==> src/rtl/pru_cmd_queue.sv <==
// Bus-mapped draw-command FIFO feeding the PRU draw engine.
// Two bus writes assemble a 44-bit command; a dispatcher strobes each one into the PRU when idle.
module pru_cmd_queue #(
    parameter int unsigned DEPTH        = 8,
    parameter logic [31:0] BASE_ADDR    = 32'h0000_4000,
    parameter int unsigned BUSY_TIMEOUT = 4
) (
    input  logic        clk,
    input  logic        rst_n,
    input  logic [31:0] bus_addr,
    input  logic [31:0] bus_wdata,
    input  logic        bus_write,
    input  logic        bus_read,
    output logic        bus_ack,
    output logic [31:0] bus_rdata,
    input  logic        busy,
    output logic [1:0]  color,
    output logic [8:0]  row,
    output logic [9:0]  col,
    output logic [9:0]  width,
    output logic [8:0]  height_radius,
    output logic [1:0]  shape_select,
    output logic        subtract,
    output logic        color_load,
    output logic        start,
    output logic        q_empty,
    output logic        q_full
);
    localparam int unsigned PW = $clog2(DEPTH);
    localparam int unsigned CW = PW + 1;
    localparam int unsigned TW = $clog2(BUSY_TIMEOUT + 1);

    // Field order mirrors {WORD0[24:0], WORD1[18:0]} so a commit is a plain concatenation.
    typedef struct packed {
        logic       color_load;
        logic       subtract;
        logic [1:0] shape;
        logic [9:0] col;
        logic [8:0] row;
        logic [1:0] color;
        logic [8:0] hr;
        logic [9:0] width;
    } cmd_t;

    typedef enum logic [1:0] {IDLE, ISSUE, WAIT_BUSY, WAIT_DONE} state_t;

    state_t          state_q;
    logic [TW-1:0]   tmr_q;
    cmd_t            cmd_q;
    logic            start_q;
    cmd_t            mem_q [DEPTH];
    logic [PW-1:0]   wptr_q, rptr_q;
    logic [CW-1:0]   count_q, count_d;
    logic            empty_q, full_q;
    logic [24:0]     stage_q;
    logic            ack_q;
    logic [31:0]     rdata_q;

    logic            hit, wr_req, rd_req, acc_wr, push, pop, flush;
    logic [1:0]      off;
    logic [31:0]     status;
    logic            unused_bits;

    assign unused_bits = ^{bus_addr[1:0], bus_wdata[31:25]};

    // A request is ignored during its own ack cycle so a held request is taken once.
    assign hit    = bus_addr[31:4] == BASE_ADDR[31:4];
    assign off    = bus_addr[3:2];
    assign wr_req = bus_write && hit && !ack_q;
    assign rd_req = bus_read && !bus_write && hit && !ack_q;
    assign acc_wr = wr_req && !(off == 2'd1 && full_q);
    assign flush  = acc_wr && off == 2'd3 && bus_wdata[0];
    assign push   = acc_wr && off == 2'd1 && !flush;
    assign pop    = state_q == IDLE && !empty_q && !busy && !flush;

    assign status = {16'd0, 8'(count_q), 5'd0, state_q != IDLE, full_q, empty_q};

    always_comb begin
        count_d = count_q;
        if (flush)              count_d = '0;
        else if (push && !pop)  count_d = count_q + 1'b1;
        else if (pop && !push)  count_d = count_q - 1'b1;
    end

    always_ff @(posedge clk or negedge rst_n) begin
        if (!rst_n) begin
            ack_q   <= 1'b0;
            rdata_q <= '0;
            stage_q <= '0;
        end else begin
            ack_q   <= acc_wr || rd_req;
            rdata_q <= (rd_req && off == 2'd2) ? status : '0;
            if (acc_wr && off == 2'd0) stage_q <= bus_wdata[24:0];
        end
    end

    always_ff @(posedge clk or negedge rst_n) begin
        if (!rst_n) begin
            wptr_q  <= '0;
            rptr_q  <= '0;
            count_q <= '0;
            empty_q <= 1'b1;
            full_q  <= 1'b0;
        end else begin
            count_q <= count_d;
            empty_q <= count_d == '0;
            full_q  <= count_d == CW'(DEPTH);
            if (flush) begin
                wptr_q <= '0;
                rptr_q <= '0;
            end else begin
                if (push) wptr_q <= wptr_q + 1'b1;
                if (pop)  rptr_q <= rptr_q + 1'b1;
            end
        end
    end

    always_ff @(posedge clk) begin
        if (push) mem_q[wptr_q] <= cmd_t'({stage_q, bus_wdata[18:0]});
    end

    // Timer starts at 1 so IDLE is re-entered BUSY_TIMEOUT cycles after the start cycle.
    always_ff @(posedge clk or negedge rst_n) begin
        if (!rst_n) begin
            state_q <= IDLE;
            tmr_q   <= '0;
            cmd_q   <= '0;
            start_q <= 1'b0;
        end else begin
            start_q <= 1'b0;
            case (state_q)
                IDLE: if (pop) begin
                    cmd_q   <= mem_q[rptr_q];
                    start_q <= 1'b1;
                    state_q <= ISSUE;
                end
                ISSUE: begin
                    tmr_q   <= TW'(1);
                    state_q <= WAIT_BUSY;
                end
                WAIT_BUSY: begin
                    if (busy)                                   state_q <= WAIT_DONE;
                    else if (tmr_q >= TW'(BUSY_TIMEOUT - 1))    state_q <= IDLE;
                    else                                        tmr_q   <= tmr_q + 1'b1;
                end
                WAIT_DONE: if (!busy) state_q <= IDLE;
                default: state_q <= IDLE;
            endcase
        end
    end

    assign bus_ack       = ack_q;
    assign bus_rdata     = rdata_q;
    assign color         = cmd_q.color;
    assign row           = cmd_q.row;
    assign col           = cmd_q.col;
    assign width         = cmd_q.width;
    assign height_radius = cmd_q.hr;
    assign shape_select  = cmd_q.shape;
    assign subtract      = cmd_q.subtract;
    assign color_load    = cmd_q.color_load;
    assign start         = start_q;
    assign q_empty       = empty_q;
    assign q_full        = full_q;
endmodule

==> config.mk <==
export PLATFORM = sky130hd
export DESIGN_NAME = pru_cmd_queue
export DESIGN_NICKNAME = d
export VERILOG_FILES = /design/src/rtl/pru_cmd_queue.sv
export SDC_FILE = /design/constraint.sdc
export NUM_CORES = 1
export LEC_CHECK = 0
export CORE_ASPECT_RATIO = 1.75
export CORE_UTILIZATION = 42
export CTS_CLUSTER_DIAMETER = 30
export DETAILED_ROUTE_END_ITERATION = 12
export SETUP_SLACK_MARGIN = 0.15
export SLEW_MARGIN = 10
export SYNTH_ARGS = -nofsm -noshare
export SYNTH_HDL_FRONTEND = slang
export SYNTH_SLANG_ARGS = --single-unit
==> constraint.sdc <==
create_clock -name clk -period 5.7 [get_ports clk]
set_input_delay 1.14 -clock clk [delete_from_list [all_inputs] [get_ports clk]]
set_output_delay 1.14 -clock clk [all_outputs]
set_load 0.03 [all_outputs]
==> flow_summary.toml <==
[power]
power_mw = 9.52
clockPowerShare = 0.384
power_frac_seq = 0.421
peakVddDrop_mv = 0.261
power_density_nw_per_um2 = 454
intPower_mw = 6.84
p_switching_mw = 2.67
power.leakage_nw = 7.78
power_switching_share = 0.281
comb_power_share = 0.195

[sta]
hold_viol = 0
finalCriticalPeriod_ns = 3.89
finalWorstSetupSlack_ns = 1.81
worst_slew_pin_slew_ns = 0.932
setup_viol = 0
whs_ns = 0.474
finalMaxSlewViolations = 0
period_share = 0.682
slew_headroom = 0.379
grt_setup_unrepaired = "false"
finClkSkew_ns = 0.0176
fin_setup_tns_ns = 0
max_freq_mhz = 257

[cts]
cts-root-buf = "clkbuf_16"
cts_resized = 0
postCtsSetupRepairBufs = 0
clk_pin_slew_worst_paths_ns = 0.05
clock-sinks = 447
cts_made_buffers = 53
ctsHtreeMaxLevel = 2
clockBufferDepth = 3
clock_latency_ns = 0.57
cts_tree = "done"
cts_hold_buf = 0

[routing]
ant_nets = 0
drc = 0
via_per_inst = 5.21
wirelength_um = 34700
via_count = 8437
post_drt_wl_per_cell_um = 21.4
drtIter0Drc = 507
dr.pass1.iters = 4

[setup_path]
critical_path_class = "input pin to flip-flop"
startpoint_type = "input pin"
worst-path-buf-inv = 2
arrival_ns = 4.12
r2r_start = "q_full"
worstSetupEndpointType = "flip-flop"
critPathLaunch = "bus_addr[2]"
cp_max_fo = 17
rr_worst_depth = 5
crit_chain = "clkdlybuf4s50_1 -> nand4bb_1 -> nor3_2 -> nand2_1 -> nor2_4 -> buf_4"
cpMaxStageDelayCell = "nor2_4"
cp.required_ns = 5.93
cp-endpoint = "mem_q[7][9]"
cp.depth = 6
r2r_slack_ns = 2.53
critPathTopFamily = "simple AND/OR/NAND/NOR gates"
r2r_end = "mem_q[7][9]"
cpPeakStageDelay_ns = 0.70

[flow_run]
cap_violations = 0

[final_layout]
drive_gt1_frac = 0.221
fillers = 3184
num-nets-final = 1104
area_growth_pct = 21.6
antennaDiodeCount = 0
fin_area_um2 = 21000

[floorplanning]
die_w_um = 155
rows = 97
fp.dieH_um = 270
initial_core_util = 0.429
die-area_um2 = 41900
core_region_area_um2 = 40200
num_io_pins = 149

[yosys]
synth_area_leaders = "edfxtp_1 61%, dfrtp_1 14%, mux4_2 12%"
synth-seq-cells = 447
synth-seq-area-share = 0.752
synth_warnings = 0
synth_most_common_cell = "edfxtp_1"
syn_avg_cell_area_um2 = 19.4
synth_cell_types = 45
synth_edf_count = 352
synth_cells = 886
synthTopCellsByCount = "352 x edfxtp_1, 94 x dfrtp_1, 88 x mux4_2"
dominantRegCellSynth = "edfxtp_1"
synth_top_area_frac = 0.614
synth_async_sr_flop_share = 0.213
mappedNetlistArea_um2 = 17200
yosysTopAreaCell = "edfxtp_1"

[global_routing]
grt-ovfl-total = 0
grt_max_degree = 71
groute.usage.overall = 0.172
first_global_vias = 8843
grt_pass1_wl_um = 53300
antenna_found_initial = 0

[place]
io_buffers = 114
pre_cts_slack_ns = 1.25
globalplace.congestion = 0.725
dp.final_hpwl_um = 18200
dpl-instance-area_um2 = 19000

[worst_hold_path]
hold_start = "width[7]"
hold_path_class = "flip-flop to flip-flop"

[status]
status = "finished clean"
-- cell usage in the layout (no fill, tap or decap), drive strengths merged, types with 13 or more instances in the layout --
master | synthesis | final
edfxtp | 352 | 352
clkdlybuf4s50 | 0 | 113
dfrtp | 94 | 94
mux4 | 88 | 88
nand2 | 63 | 63
clkbuf | 18 | 62
o21ai | 52 | 52
mux2i | 46 | 46
mux2 | 26 | 26
conb | 1 | 25
inv | 6 | 19
buf | 48 | 17
nor2 | 13 | 13
-- worst reg2reg max path: stages, from the launching register on --
cell,delay (ns)
dfrtp_1,0.43
nand4bb_1,0.40
nor3_2,0.57
nand2_1,0.29
nor2_4,0.70
buf_4,0.44
-- kinds of logic after synthesis --
kind of cell    after synthesis  synth area share
compound gates               66            0.0205
xor+xnor                      8           0.00407
fa+ha+maj                     6           0.00436
buf+inv                      72            0.0227
flops                       447             0.752
mux                         160             0.159
other cells                   1          0.000218
simple gates                126            0.0376
-- power groups by stage --
stage / registers [mW] / clock network (mW) / logic (mW)
after CTS: 4.02 / 3.72 / 1.90
after global placement: 4.08 / 0 / 1.89
after floorplan: 4.16 / 0 / 1.11
final: 4.00 / 3.65 / 1.86
after global routing: 4.05 / 3.86 / 2.01
after detailed placement: 4.09 / 0 / 1.90
-- layer usage --
metal	wire (um)	up-vias	share of wire	global-route usage
met3	1490	66	0.043	0.0266
li1	-	3758	-	-
met2	18300	213	0.53	0.303
met5	0	-	0	0
met1	14000	4400	0.40	0.214
met4	871	0	0.025	0.0636
-- flip-flops by register name (all words and copies together), names as in the netlist, 3 cells and up --
signal         cells
count_q            4
row                9
height_radius      9
mem_q            352
wptr_q             3
bus_rdata          7
tmr_q              3
rptr_q             3
stage_q           25
width             10
col               10
-- worst min path at each step --
stage               slack [ns]               to  cells past startpoint
global placement          0.46         color[0]                      2
CTS                       0.48         width[7]                      2
floorplan                 0.47         tmr_q[2]                      2
global route              0.50  shape_select[0]                      2
finish                    0.47         width[7]                      2
detailed placement        0.47         width[7]                      2
-- layout make-up --
cell class	instances	area [um^2]	area share
inverters	6	22.5	0.00107
well taps	544	681	0.0325
repair buffers	130	1280	0.0613
multi-input cells	391	4050	0.193
clock buffers	62	1420	0.0679
flip-flops and latches	447	13000	0.619
clock inverters	38	528	0.0252
-- stage by stage --
step,std cells,util
finish,1618,0.522
detailed placement,1518,0.473
global placement,1518,0.473
floorplan,910,-
global route,1618,0.522
CTS,1618,0.522
Power figures use the tool's default switching activity.
